`config.mk`:
```
export PLATFORM = sky130hd
export DESIGN_NAME = serial_add_ctrl
export DESIGN_NICKNAME = d
export VERILOG_FILES = /design/src/rtl/serial_add_pkg.sv /design/src/rtl/adder.sv /design/src/rtl/serial_add_ctrl.sv
export SDC_FILE = /design/constraint.sdc
export NUM_CORES = 1
export LEC_CHECK = 0
export BUFFER_PORTS_ARGS = -buffer_cell sky130_fd_sc_hd__buf_2
export CORE_AREA = 3 3 63 65
export CTS_CLUSTER_SIZE = 30
export DETAILED_ROUTE_END_ITERATION = 7
export DIE_AREA = 0 0 66 68
export HOLD_SLACK_MARGIN = 0.05
export PLACE_DENSITY = 0.86
export RECOVER_POWER = 100
export SYNTH_ARGS = -nofsm -noshare
export SYNTH_HDL_FRONTEND = slang
export SYNTH_HIERARCHICAL = 1
export SYNTH_SLANG_ARGS = --single-unit
```
`constraint.sdc`:
```
create_clock -name clk -period 1.93 [get_ports clk]
set_clock_uncertainty 0.15 [all_clocks]
set_input_delay 0.193 -clock clk [delete_from_list [all_inputs] [get_ports clk]]
set_output_delay 0.193 -clock clk [all_outputs]
set_load 0.05 [all_outputs]
```
`src/rtl/serial_add_pkg.sv`:
```
// Shared types and limits for the bit-serial adder controller.
// Contents: FSM state encoding, maximum supported operand width.
package serial_add_pkg;

  localparam int unsigned MAX_WIDTH = 64;

  typedef enum logic [1:0] {
    IDLE = 2'd0,
    RUN  = 2'd1,
    DONE = 2'd2
  } state_t;

endpackage

```
`src/rtl/adder.sv`:
```
// 1-bit full-adder cell shared by the serial adder datapath.
// Ports: A, B, C - addend bits and carry-in; sum, carry - combinational outputs.
module adder (
  input  logic A,
  input  logic B,
  input  logic C,
  output logic sum,
  output logic carry
);

  assign sum   = A ^ B ^ C;
  assign carry = (A & B) | (C & (A ^ B));

endmodule

```
`src/rtl/serial_add_ctrl.sv`:
```
// Bit-serial adder controller: computes {cout,sum} = op_a + op_b + cin one bit
// per cycle, LSB first, through a single shared full-adder cell.
// Ports:
//   clk, rst_n             - clock, asynchronous active-low reset
//   in_valid/in_ready      - operand handshake (ready only while idle)
//   op_a, op_b, cin        - operands, sampled on the input handshake
//   out_valid/out_ready    - result handshake, result held until accepted
//   sum, cout              - result and final carry-out
//   ovf                    - signed overflow, present only with SERIAL_ADD_OVF_EN
// Optional feature macro: SERIAL_ADD_OVF_EN.
module serial_add_ctrl
  import serial_add_pkg::*;
#(
  parameter int unsigned WIDTH = 8,
  parameter int unsigned CNT_W = $clog2(WIDTH) + 1
) (
  input  logic             clk,
  input  logic             rst_n,
  input  logic             in_valid,
  output logic             in_ready,
  input  logic [WIDTH-1:0] op_a,
  input  logic [WIDTH-1:0] op_b,
  input  logic             cin,
  output logic             out_valid,
  input  logic             out_ready,
  output logic [WIDTH-1:0] sum,
  output logic             cout
`ifdef SERIAL_ADD_OVF_EN
  ,
  output logic             ovf
`endif
);

  if (WIDTH == 0 || WIDTH > MAX_WIDTH) begin : g_width_check
    $error("serial_add_ctrl: WIDTH must be in 1..%0d", MAX_WIDTH);
  end

  state_t state, state_nxt;

  logic [WIDTH-1:0] a_sr, b_sr, sum_sr, sum_nxt;
  logic [CNT_W-1:0] cnt;
  logic             carry_q;
  logic             cell_sum, cell_carry;
  logic             accept, step, last;

  // Single shared full-adder cell fed from the shift-register LSBs.
  adder u_adder (
    .A     (a_sr[0]),
    .B     (b_sr[0]),
    .C     (carry_q),
    .sum   (cell_sum),
    .carry (cell_carry)
  );

  // New sum bit enters at the MSB; after WIDTH shifts bit 0 sits at the LSB.
  assign sum_nxt = (sum_sr >> 1) | (WIDTH'(cell_sum) << (WIDTH - 1));

  // State register.
  always_ff @(posedge clk or negedge rst_n) begin
    if (!rst_n) begin
      state <= IDLE;
    end else begin
      state <= state_nxt;
    end
  end

  // Next-state and datapath strobes.
  always_comb begin
    state_nxt = state;
    accept    = 1'b0;
    step      = 1'b0;
    last      = 1'b0;
    case (state)
      IDLE: begin
        if (in_valid) begin
          accept    = 1'b1;
          state_nxt = RUN;
        end
      end
      RUN: begin
        step = 1'b1;
        if (cnt == CNT_W'(WIDTH - 1)) begin
          last      = 1'b1;
          state_nxt = DONE;
        end
      end
      DONE: begin
        if (out_ready) begin
          state_nxt = IDLE;
        end
      end
      default: state_nxt = IDLE;
    endcase
  end

  // Datapath and registered handshake/result outputs.
  always_ff @(posedge clk or negedge rst_n) begin
    if (!rst_n) begin
      in_ready  <= 1'b1;
      out_valid <= 1'b0;
      sum       <= '0;
      cout      <= 1'b0;
      a_sr      <= '0;
      b_sr      <= '0;
      sum_sr    <= '0;
      carry_q   <= 1'b0;
      cnt       <= '0;
`ifdef SERIAL_ADD_OVF_EN
      ovf       <= 1'b0;
`endif
    end else begin
      in_ready  <= (state_nxt == IDLE);
      out_valid <= (state_nxt == DONE);
      if (accept) begin
        a_sr    <= op_a;
        b_sr    <= op_b;
        carry_q <= cin;
        cnt     <= '0;
      end else if (step) begin
        a_sr    <= a_sr >> 1;
        b_sr    <= b_sr >> 1;
        sum_sr  <= sum_nxt;
        carry_q <= cell_carry;
        cnt     <= cnt + CNT_W'(1);
        if (last) begin
          sum  <= sum_nxt;
          cout <= cell_carry;
`ifdef SERIAL_ADD_OVF_EN
          // carry_q is the carry into the MSB during the last bit.
          ovf  <= carry_q ^ cell_carry;
`endif
        end
      end
    end
  end

endmodule

```
Word-level counts from Yosys, hierarchy flattened:

Index checks and enable logic that the tools add are counted.

* input port bits: 21
* register bits: 42

* bitwise logic cells: 7
* add/sub/neg operators: 1
* equal/unequal tests: 4
* reduce and logical (&&, ||, !) cells: 5
* mux-type cells: 17

Operators with widths (number)
* 2-to-1 mux 8 bit: 4
* 2-to-1 mux 4 bit: 2
* OR 7 x 8 -> 8 bit: 1
* 2-to-1 mux 1 bit: 7
* 2-to-1 mux 2 bit: 3
* one-hot mux 2 bit (3 select lines): 1
* adder 4 x 1 -> 4 bit (second input constant): 1
* == test 2 bit (second input constant): 2
* == test 4 x 3 -> 1 bit (second input constant): 1
* logical NOT 2 bit: 2
* AND reduction 3 bit: 1
* AND 1 bit: 2
* == test 2 x 1 -> 1 bit (second input constant): 1
* AND reduction 2 bit: 1
* nonzero test 2 bit: 1
* bitwise XOR 1 bit: 2
* NOT 1 bit: 1
* OR 1 bit: 1

Logic depth before layout (Yosys ltp):

Gate-level depths: netlist of the first run.

* word-level depth: 5
* gate-level depth with buffers: 5

Modules after synthesis:

The synthesis of the first run kept the hierarchy.

By module, submodules not included
* serial_add_ctrl: instances 1, cells an instance 168, seq. area each 1027.2 µm², area an instance 1815.5 µm²
* adder: instances 1, cells an instance 1, seq. area each 0.0 µm², area an instance 20.0 µm²

Worst setup path after synthesis of the first run:

No wires, ideal clock.

* path kind: register to register
* from: register state[1]
* to: register cout
* arrival time: 1.298 ns
* data required time: 1.655 ns
* cell stages (with the launch flop): 6
* buffers on the path: 2
* setup slack: 0.357 ns
* path through: dfrtp_1 > nand2b_1 > buf_6 > nor3_4 > buf_6 > mux2_4

* longest elaborated chain between the ends: 4
* elaborated cells between the ends (all ways): 7
* those cells by class: eq/ne (1); mux (3); bitwise (1); reduce/logical (2)

RTL lines
* start, declared: RTL line serial_add_ctrl.sv:38 `state_t state, state_nxt;`
* start signal, assigned: RTL line serial_add_ctrl.sv:63 `state <= state_nxt;`
* logical NOT 2 bit: RTL line serial_add_ctrl.sv:73 `case (state)`
* 2-to-1 mux 1 bit: RTL line serial_add_ctrl.sv:73
* NOT 1 bit (no source line)
* AND reduction 3 bit (no source line) (*)
* end signal, assigned: RTL line serial_add_ctrl.sv:127 `cout <= cell_carry;`
* end, declared: RTL line serial_add_ctrl.sv:27 `output logic cout`

Mark *: on every way between the ends. The rest lies on a longest branch, timed or not.
A chain may end at the register's enable or synchronous reset.

Worst setup path after layout of the first run:

* from: register cnt[0]
* to: register sum[1]

* longest elaborated chain between the ends: 4

RTL lines
* start, declared: RTL line serial_add_ctrl.sv:41 `logic [CNT_W-1:0] cnt;`
* start signal, assigned: RTL line serial_add_ctrl.sv:124 `cnt <= cnt + CNT_W'(1);`
* == test 4 x 3 -> 1 bit: RTL line serial_add_ctrl.sv:82 `if (cnt == CNT_W'(WIDTH - 1)) begin`
* 2-to-1 mux 1 bit: RTL line serial_add_ctrl.sv:82
* 2-to-1 mux 1 bit: RTL line serial_add_ctrl.sv:73
* AND reduction 3 bit (no source line)
* end signal, assigned: RTL line serial_add_ctrl.sv:126 `sum <= sum_nxt;`
* end, declared: RTL line serial_add_ctrl.sv:26 `output logic [WIDTH-1:0] sum,`

No other way between the ends.

==> metrics, run 1 <==
period utilisation layout=roughly 92%; synthesized area per cell=~11 um2; CTS buffer count=5; GRT Max-Usage Layer=met2; FMAX=around 560 MHz; CTS tree=yes; reg2reg path depth=5; Max stage delay on crit path=roughly 0.40 ns; Vias/cell=about 5.4; Total Routing Usage GR=20.50%; root buf cell=clkbuf_4; Routed Antenna Nets=0; area of the die=0.004488 mm2; chip width=approximately 66 um; Max-Cap Viols=0; Final WS setup=0.1545 ns; share of the synthesized area in the top cell type=a little over half; Slew HR=about a third; maximum clock insertion buffer count=2; die height=around 68 um; Reg-to-Reg End=sum[1]$_DFFE_PN0P_; Post-CTS Setup Bufs=0; Crit path max-delay family=flip-flops; number of H-tree levels=2; row count=21; Worst R2R Start=cnt[0]$_DFFE_PN0P_; Via Count=around 1500; cells along the critical path=ha_1 > nand2_1 > nor3_1 > clkbuf_2 > mux2_1; vias in the first global route=1478; # DRC=0; first-pass GRT wire length=approximately 6800 um; Synth Register Bits=41; antenna cell count=0; Critical Path RT=roughly 2.0 ns; post-route setup TNS=0 ns; Bufs and invs on worst path=1; final slew viol count=0; Routed WL=between 4000 and 5000 um; global placer's final weighted congestion=0.7225; Synth area leaders=dfrtp_1, mux2_4, nand2_1; WS Path Type=reg -> reg; register area share after synthesis=between 50% and 60%; PostCTS Resize Cnt=0; final setup vio count=0; crit end category=flop; Cells after Synth=approximately 170; CP Launch Type=flop; crit path launch=cnt[0]$_DFFE_PN0P_; hold path startpoint=in_valid; Setup WS pre-CTS=roughly 0.27 ns; Pwr Density=around 1500 mW/mm2; drt first pass iters=4; Synth cell types=26; initial antenna violation count=0; Post-DP HPWL=between 2000 and 2500 um; synth warn=6; clock transition at the registers of the reported paths=about 0.12 ns; CP Data Arrival Time=1.87 ns; RSZ-0062 raised after global routing=no; buffers added on ports=31; clock sink total=~40; Pleak=roughly 1.1 nW; Avg WL per Cell=between 15 and 20 um; DR iter-0 viols=100; met2 global-route usage=between 30% and 40%; Final Hold Viols=0; layout cells sized above 1=16.52%; met3 Usage GRT=6.076%; minimum clock period=about 1.8 ns; Critical Path End=sum[1]$_DFFE_PN0P_; syn nets=~190; status=finished, final reports clean; Hold WC Path Type=in -> reg; worst vdd ir=0.7328 mV; CP max FO=7; Initial Util=between 50% and 60%; largest net degree at the start of global routing=42; Stages on worst setup path=5; post-synth top area cell=dfrtp_1; Clock Latency Late Sink=0.35 ns; worst-margin pin slew=about 0.98 ns; internal reg-to-reg setup slack=about 0.15 ns; Area Overhead vs Synth=22.97%; CORE AREA=between 0.003 and 0.004 mm2; met1 Usage GRT=roughly a quarter; nets=~250; IO Count=32; synthesized area=0.001836 mm2; Slowest cell on crit path=dfrtp_1; gr ovfl total=0
==> per-layer routing <==
| metal | part of all wire [%] | vias to the layer above |
|---|---|---|
| li1 | - | 691 |
| met4 | 1.7 | 0 |
| met3 | 5.0 | 8 |
| met5 | 0 | - |
| met2 | 51 | 45 |
| met1 | 42 | 725 |
==> stage by stage <==
| step | instance area [um2] | hold slack (ns) | power (W) | instances | utilization [%] |
|---|---|---|---|---|---|
| floorplan | 1836 | -0.2526 | 0.002533 | 169 | - |
| global placement | 2052 | 0.1246 | 0.002845 | 243 | 60.54 |
| detailed placement | 2052 | 0.1379 | 0.002900 | 243 | 60.54 |
| CTS | 2327 | 0.1112 | 0.003511 | 270 | 68.66 |
| global route | 2257 | 0.1939 | 0.003608 | 270 | 66.59 |
| finish | 2257 | 0.1255 | 0.003371 | 270 | 66.59 |
==> state kept, by name, indices dropped and copies added, names as in the netlist <==
name       count
in_ready       1
cnt            4
b_sr           8
carry_q        1
state          2
a_sr           8
sum            8
sum_sr         7
out_valid      1
cout           1
==> cells in the mapped netlist <==
library cell,count
a32o_1,1
nand3_1,2
nor3_4,1
buf_6,2
ha_1,1
mux2_2,2
o21bai_1,1
fa_1,1
a31oi_1,1
a22oi_1,15
nand2b_1,1
dfstp_2,1
o21ai_0,18
nor2_1,3
a22o_1,2
a21o_1,2
mux2_4,8
dfrtp_1,40
nand2_1,31
buf_2,3
clkbuf_1,7
a21oi_1,10
o311ai_0,1
inv_1,1
or3_1,1
nor2b_1,13
==> power breakdown <==
part | total (W) | switching [W] | internal (W)
clock | 0.000582 | 0.000273 | 0.000309
combinational | 0.00133 | 0.000864 | 0.000470
sequential | 0.00146 | 0.000249 | 0.00121
total | 0.00337 | 0.00139 | 0.00199
==> timing repair <==
action                                 CTS  global route
setup endpoints to repair                0             0
endpoints found under the hold margin   60             0
hold buffers                            19             0
==> cells in the final DEF (no fill, tap or decap), types with 2 or more instances in the layout <==
master and n:
a21o_1 2, a21oi_1 10, a22o_1 2, a22oi_1 15, buf_2 20, buf_4 2
clkbuf_1 15, clkbuf_2 3, clkbuf_4 6, dfrtp_1 40, dlygate4sd3_1 19, mux2_1 7
mux2_2 2, nand2_1 31, nand3_1 2, nor2_1 3, nor2b_1 13, o21ai_0 18
==> worst min path at each step <==
| stage | to | slack, ns | depth (start not counted) |
|---|---|---|---|
| final | b_sr[0]$_DFFE_PN0P_ | 0.13 | 3 |
| after detailed placement | sum_sr[5]$_DFFE_PN0P_ | 0.14 | 2 |
| after CTS | b_sr[0]$_DFFE_PN0P_ | 0.11 | 3 |
| after global routing | in_ready$_DFF_PN1_ | 0.19 | 3 |
| after floorplan | a_sr[0]$_DFFE_PN0P_ | -0.25 | 0 |
| after global placement | sum[5]$_DFFE_PN0P_ | 0.12 | 2 |
==> worst register-to-register path: stages (launching register included) <==
cell      delay [ns]
dfrtp_1         0.40
ha_1            0.19
nand2_1         0.07
nor3_1          0.24
clkbuf_2        0.26
mux2_1          0.35
==> logic make-up after synthesis <==
logic type / count (synthesis) / synth area share, %
AND/OR/NAND/NOR: 52 / 13.50
AO/OA/AOI/OAI: 51 / 17.32
flip-flops: 41 / 55.96
buffers and inverters: 13 / 3.681
multiplexers: 10 / 7.771
adder cells (fa/ha/maj): 2 / 1.772
==> final cells by class <==
type                       count  area [um2]
inverter                       1       3.754
clock buffer                   7       55.05
sequential                    41        1027
tap                           46       57.56
timing repair buffer          59       380.4
clock inverter                 1       30.03
fill                         280        1132
multi-input combinational    115       703.2
(Power assumes the default switching activity.)
==> inputs of run 2 (changes only) <==
--- a/config.mk
+++ b/config.mk
@@ -15,5 +15,4 @@
 export RECOVER_POWER = 100
 export SYNTH_ARGS = -nofsm -noshare
 export SYNTH_HDL_FRONTEND = slang
-export SYNTH_HIERARCHICAL = 1
 export SYNTH_SLANG_ARGS = --single-unit
==> run 2 against run 1 <==
Flip-flop and latch count unchanged. Total power down 5.6%. Worst setup slack worse by 0.017 ns. Global-route usage down 1.7 points. Non-clock buffer count unchanged. Hold slack better by 0.096 ns. Utilization about the same. Count of clock-buffer cells in the layout down 1. Synthesized area about the same. Register-to-register slack worse by 0.02 ns. Critical path type unchanged. Largest cell class unchanged.
==> metrics, run 2 <==
drt first pass iters=4; Total Routing Usage GR=18.76%; synthesized area per cell=10.80 um2; number of flops mapped to enable cells by yosys=0; largest net degree at the start of global routing=42; syn nets=around 190; Bufs and invs on worst path=2; share of the synthesized area in the top cell type=54.50%; gr ovfl total=0; period utilisation layout=92.87%; area of the die=0.004488 mm2; CTS buffer count=5; Post-synth ARST share=100.0%; Pleak=between 1 and 1.5 nW; internal reg-to-reg setup slack=roughly 0.14 ns; worst-margin pin slew=roughly 0.96 ns; Pwr Density=around 1400 mW/mm2; first-pass GRT wire length=around 6200 um; die height=between 60 and 70 um; maximum clock insertion buffer count=2; layout cells sized above 1=~17%; Setup WS pre-CTS=~0.12 ns; Slew HR=35.81%; initial antenna violation count=0; Routed WL=3834 um; Post-synth top cells=dfrtp_1, nand2_1, o21ai_0, a22oi_1, nor2b_1; Critical Path End=in_ready$_DFF_PN1_; buffers added on ports=31; clock transition at the registers of the reported paths=0.12 ns; Synth area leaders=dfrtp_1, mux2_4, nand2_1; CTS tree=yes; Max stage delay on crit path=about 0.58 ns; Critical Path RT=between 2 and 2.5 ns; crit path launch=state[1]$_DFF_PN0_; crit end category=flop; synthesized area=0.001837 mm2; Post-DP HPWL=2457 um; Slowest cell on crit path=dlygate4sd3_1; hold path startpoint=in_valid; Area Overhead vs Synth=22.96%; chip width=between 60 and 70 um; Final WS setup=between 0.1 and 0.15 ns; FMAX=557.9 MHz; post-route setup TNS=0 ns; vias in the first global route=1357; final setup vio count=0; hold path cells=4; Routed Antenna Nets=0; Final Hold Viols=0; commonest non-fill, non-tap cell in the layout=dfrtp_1; row count=21; Synth cell types=26; post-synth top area cell=dfrtp_1; Vias/cell=5.244; Via Count=approximately 1400; global placer's final weighted congestion=0.7257; Stages on worst setup path=3; Synth Flop Type=dfrtp_1; Reg-to-Reg End=in_ready$_DFF_PN1_; reg2reg path depth=3; Max-Cap Viols=0; clock sink total=just over 40; root buf cell=clkbuf_4; most frequent cells in the layout=dfrtp_1, nand2_1, dlygate4sd3_1, buf_2, o21ai_0; IO Count=32; CP Launch Type=flop; register area share after synthesis=a little under three fifths; Synth Register Bits=slightly above 40; minimum clock period=around 1.8 ns; cells along the critical path=clkbuf_2 > o31ai_1 > dlygate4sd3_1; Avg WL per Cell=14.15 um; nets=247; synth warn=0; DR iter-0 viols=73; worst vdd ir=0.6553 mV; # DRC=0; WS Path Type=reg -> reg; Worst R2R Start=state[1]$_DFF_PN0_; top-count cell post-synth=dfrtp_1; layout filler cell count=~270; biggest regs=a_sr x8, b_sr x8, sum x8; CP max FO=19; Crit path max-delay family=buffers and inverters; status=finished, final reports clean; Initial Util=a little over half; CORE AREA=between 0.003 and 0.004 mm2; final slew viol count=0; Hold WC Path Type=in -> reg; CP Data Arrival Time=between 1.5 and 2 ns; Cells after Synth=170; antenna cell count=0; number of H-tree levels=2; RSZ-0062 raised after global routing=no; Post-CTS Setup Bufs=0; Clock Latency Late Sink=about 0.36 ns
## run 2: area by class of cell
cell class                 count  area, um2  share of cell area, %
timing repair buffer          59      406.6                  18.01
sequential                    41       1027                  45.48
multi-input combinational    116      711.9                  31.52
inverter                       1      3.754                 0.1662
clock inverter                 2      10.01                 0.4432
tap                           46      57.56                  2.548
clock buffer                   6      41.29                  1.828
## run 2: how the worst min path moves through the flow
stage	endpoint
2_1_floorplan	a_sr[0]$_DFFE_PN0P_
4_1_cts	a_sr[0]$_DFFE_PN0P_
5_1_grt	b_sr[0]$_DFFE_PN0P_
6_report	a_sr[7]$_DFFE_PN0P_
3_5_place_dp	sum[2]$_DFFE_PN0P_
3_3_place_gp	sum[2]$_DFFE_PN0P_
## run 2: logic make-up after synthesis
kind of cell,share of synthesized area [%]
AOI/OAI and AO/OA,17.44
adders and majority gates,1.771
buffers and inverters,3.814
DFF,55.93
muxes,7.698
and+or+nand+nor,13.35
## run 2: per-layer routing
| metal | up-vias | share of wire [%] | GRT usage [%] |
|---|---|---|---|
| met1 | 670 | 45 | 23.90 |
| met3 | 5 | 5.5 | 5.419 |
| met5 | - | 0 | 0 |
| li1 | 701 | - | - |
| met2 | 45 | 48 | 30.79 |
| met4 | 0 | 1.4 | 6.599 |
## run 2: power by group
| part | total [W] | internal [W] | switching, W |
|---|---|---|---|
| clock network | 0.000419 | 0.000139 | 0.000280 |
| registers | 0.00145 | 0.00120 | 0.000244 |
| logic | 0.00132 | 0.000473 | 0.000843 |
| total | 0.00318 | 0.00181 | 0.00137 |
## run 2: worst register-to-register path, stage by stage, from the launching register on
cell and delay (ns):
dfrtp_1 0.43, clkbuf_2 0.28, o31ai_1 0.30, dlygate4sd3_1 0.58
## run 2: per-stage QoR
| stage | hold WS [ns] | area, um2 | total power (W) | util [%] | instances |
|---|---|---|---|---|---|
| after floorplan | -0.2526 | 1837 | 0.002507 | - | 170 |
| after global placement | 0.1292 | 2056 | 0.002786 | 60.65 | 243 |
| after detailed placement | 0.1337 | 2056 | 0.002853 | 60.65 | 243 |
| after CTS | 0.2102 | 2307 | 0.003300 | 68.07 | 271 |
| after global routing | 0.2499 | 2258 | 0.003412 | 66.63 | 271 |
| final | 0.2220 | 2258 | 0.003181 | 66.63 | 271 |
## run 2: timing repair
action | 4_1_cts | 5_1_grt
endpoints found under the setup margin | 0 | 10
hold buffers | 20 | 0
hold endpoints to repair | 60 | 0
gates resized for setup | 0 | 1
==> inputs of run 3 (changes only) <==
--- a/config.mk
+++ b/config.mk
@@ -6,12 +6,13 @@
 export NUM_CORES = 1
 export LEC_CHECK = 0
 export BUFFER_PORTS_ARGS = -buffer_cell sky130_fd_sc_hd__buf_2
-export CORE_AREA = 3 3 63 65
+export CORE_AREA = 3 3 61 63
+export CTS_BUF_LIST = sky130_fd_sc_hd__clkbuf_8
 export CTS_CLUSTER_SIZE = 30
 export DETAILED_ROUTE_END_ITERATION = 7
-export DIE_AREA = 0 0 66 68
+export DIE_AREA = 0 0 64 66
 export HOLD_SLACK_MARGIN = 0.05
-export PLACE_DENSITY = 0.86
+export PLACE_DENSITY = 0.9
 export RECOVER_POWER = 100
 export SYNTH_ARGS = -nofsm -noshare
 export SYNTH_HDL_FRONTEND = slang
==> run 3 against run 2 <==
Clock power rose by 91%. Via count down 0.56%. Utilization up 1.6 points. Sequential power about the same. Non-clock buffer count down 9. Cell count decreased by 3.3%. First-iteration DRC count increased by 5.5%. Die area is 5.9% lower. Global-route usage is 0.86 points higher. Flip-flop and latch count unchanged. Largest power group unchanged. Highest routed layer unchanged.
==> metrics, run 3 (same netlist as run 2, synthesis figures left out) <==
Bufs and invs on worst path=1; clock sink total=41; fin util=about 70%; worst vdd ir=0.7477 mV; RSZ-0062 raised after global routing=no; Crit path max-delay family=flip-flops; Vias/cell=around 5.4; hold path cells=3; Pwr Density=roughly 1600 mW/mm2; Slew HR=between 10% and 20%; initial antenna violation count=0; clock transition at the registers of the reported paths=around 0.080 ns; # DRC=0; DR iter-0 viols=77; CP Data Arrival Time=1.84 ns; first-pass GRT wire length=between 6000 and 7000 um; Final WS setup=around 0.12 ns; largest net degree at the start of global routing=26; WS Path Type=reg -> reg; cells along the critical path=ha_1 > nand2_1 > nor3_2 > clkbuf_2 > mux2_2; FMAX=551.5 MHz; post-route setup TNS=0 ns; drt first pass iters=4; # hold bufs at CTS=9; biggest regs=a_sr x8, b_sr x8, sum x8; gr ovfl total=0; area of the die=roughly 0.0042 mm2; chip width=around 64 um; dpl cells=between 200 and 250; Post-DP HPWL=about 2400 um; CTS buffer count=5; overall power=approximately 0.0036 W; non-filler cells in the finished layout=~260; final slew viol count=0; CP Launch Type=flop; CORE AREA=0.003284 mm2; root buf cell=clkbuf_8; worst-margin pin slew=1.208 ns; number of H-tree levels=2; crit end category=flop; PostCTS Resize Cnt=0; final setup vio count=0; period utilisation layout=a little over nine tenths; Pleak=approximately 1.1 nW; Area Overhead vs Synth=22.00%; Initial Util=between 50% and 60%; Post-CTS Setup Bufs=0; nets=238; layout cells sized above 1=19.44%; die height=around 66 um; Max-Cap Viols=0; CTS tree=yes; Routed WL=about 3700 um; Clock Latency Late Sink=between 0.2 and 0.3 ns; status=finished, final reports clean; global placer's final weighted congestion=roughly 0.81; Slowest cell on crit path=dfrtp_1; Avg WL per Cell=14.30 um; IO Count=32; minimum clock period=between 1.5 and 2 ns; commonest non-fill, non-tap cell in the layout=dfrtp_1; Max stage delay on crit path=0.39 ns; vias in the first global route=1357; Total Routing Usage GR=between 15 and 20%; most frequent cells in the layout=dfrtp_1, nand2_1, o21ai_0, buf_2, a22oi_1; Hold WC Path Type=in -> reg; Critical Path RT=approximately 2.0 ns; maximum clock insertion buffer count=2; reg2reg path depth=5; Via Count=~1400; Setup WS pre-CTS=around 0.19 ns; antenna cell count=0; Final Hold Viols=0; buffers added on ports=31; Stages on worst setup path=5; CP max FO=4; row count=21; Routed Antenna Nets=0
## run 3: cell types whose count changed in the layout (fill, tap and decap cells not counted), moves of 2 or more
cell	delta
clkbuf_8	+5
clkbuf_4	-5
mux2_1	-3
mux2_4	+3
dlygate4sd3_1	-11
bufinv_16	+2
## run 3: area by class of cell
| cell class | instances | area (um2) |
|---|---|---|
| fillers | 254 | 1044 |
| flip-flops and latches | 41 | 1027 |
| multi-input cells | 116 | 714.4 |
| repair buffers | 50 | 304.0 |
| clock buffers | 5 | 68.82 |
| clock inverters | 3 | 65.06 |
| well taps | 46 | 57.56 |
| inverters | 1 | 3.754 |
## run 3: worst paths after layout
kind,start,to,slack (ns)
worst min-delay path,op_b[0],b_sr[0]$_DFFE_PN0P_,0.05
worst max register to register,cnt[1]$_DFFE_PN0P_,sum[4]$_DFFE_PN0P_,0.12
min in group asynchronous,rst_n,sum_sr[4]$_DFFE_PN0P_,0.52
worst max-delay path,cnt[1]$_DFFE_PN0P_,sum[4]$_DFFE_PN0P_,0.12
max in group asynchronous,rst_n,in_ready$_DFF_PN1_,0.34
worst min register to register,b_sr[1]$_DFFE_PN0P_,b_sr[1]$_DFFE_PN0P_,0.34
## run 3: metrics by stage
stage	hold slack [ns]	cell area (um2)
6_report	0.04607	2241
5_1_grt	0.07017	2241
3_5_place_dp	0.03132	2071
2_1_floorplan	-0.2526	1837
3_3_place_gp	0.03497	2071
4_1_cts	0.05177	2295
## run 3: worst min-delay path, delay by kind of cell
family	cells	cell delay (ns)
compound gates	2	0.18
buf+inv	1	0.08
## run 3: per-layer routing
| layer | global-route usage [%] | up-vias | routed length, um |
|---|---|---|---|
| li1 | - | 687 | - |
| met1 | 25.00 | 683 | 1596 |
| met2 | 31.23 | 35 | 1915 |
| met3 | 6.122 | 8 | 147 |
| met4 | 7.547 | 0 | 87 |
| met5 | 0 | - | 0 |
## run 3: where the power goes
part / leakage, nW / internal [W] / switching, W
clock network: 0.0681 / 0.000514 / 0.000285
registers: 0.529 / 0.00121 / 0.000246
logic: 0.460 / 0.000476 / 0.000841
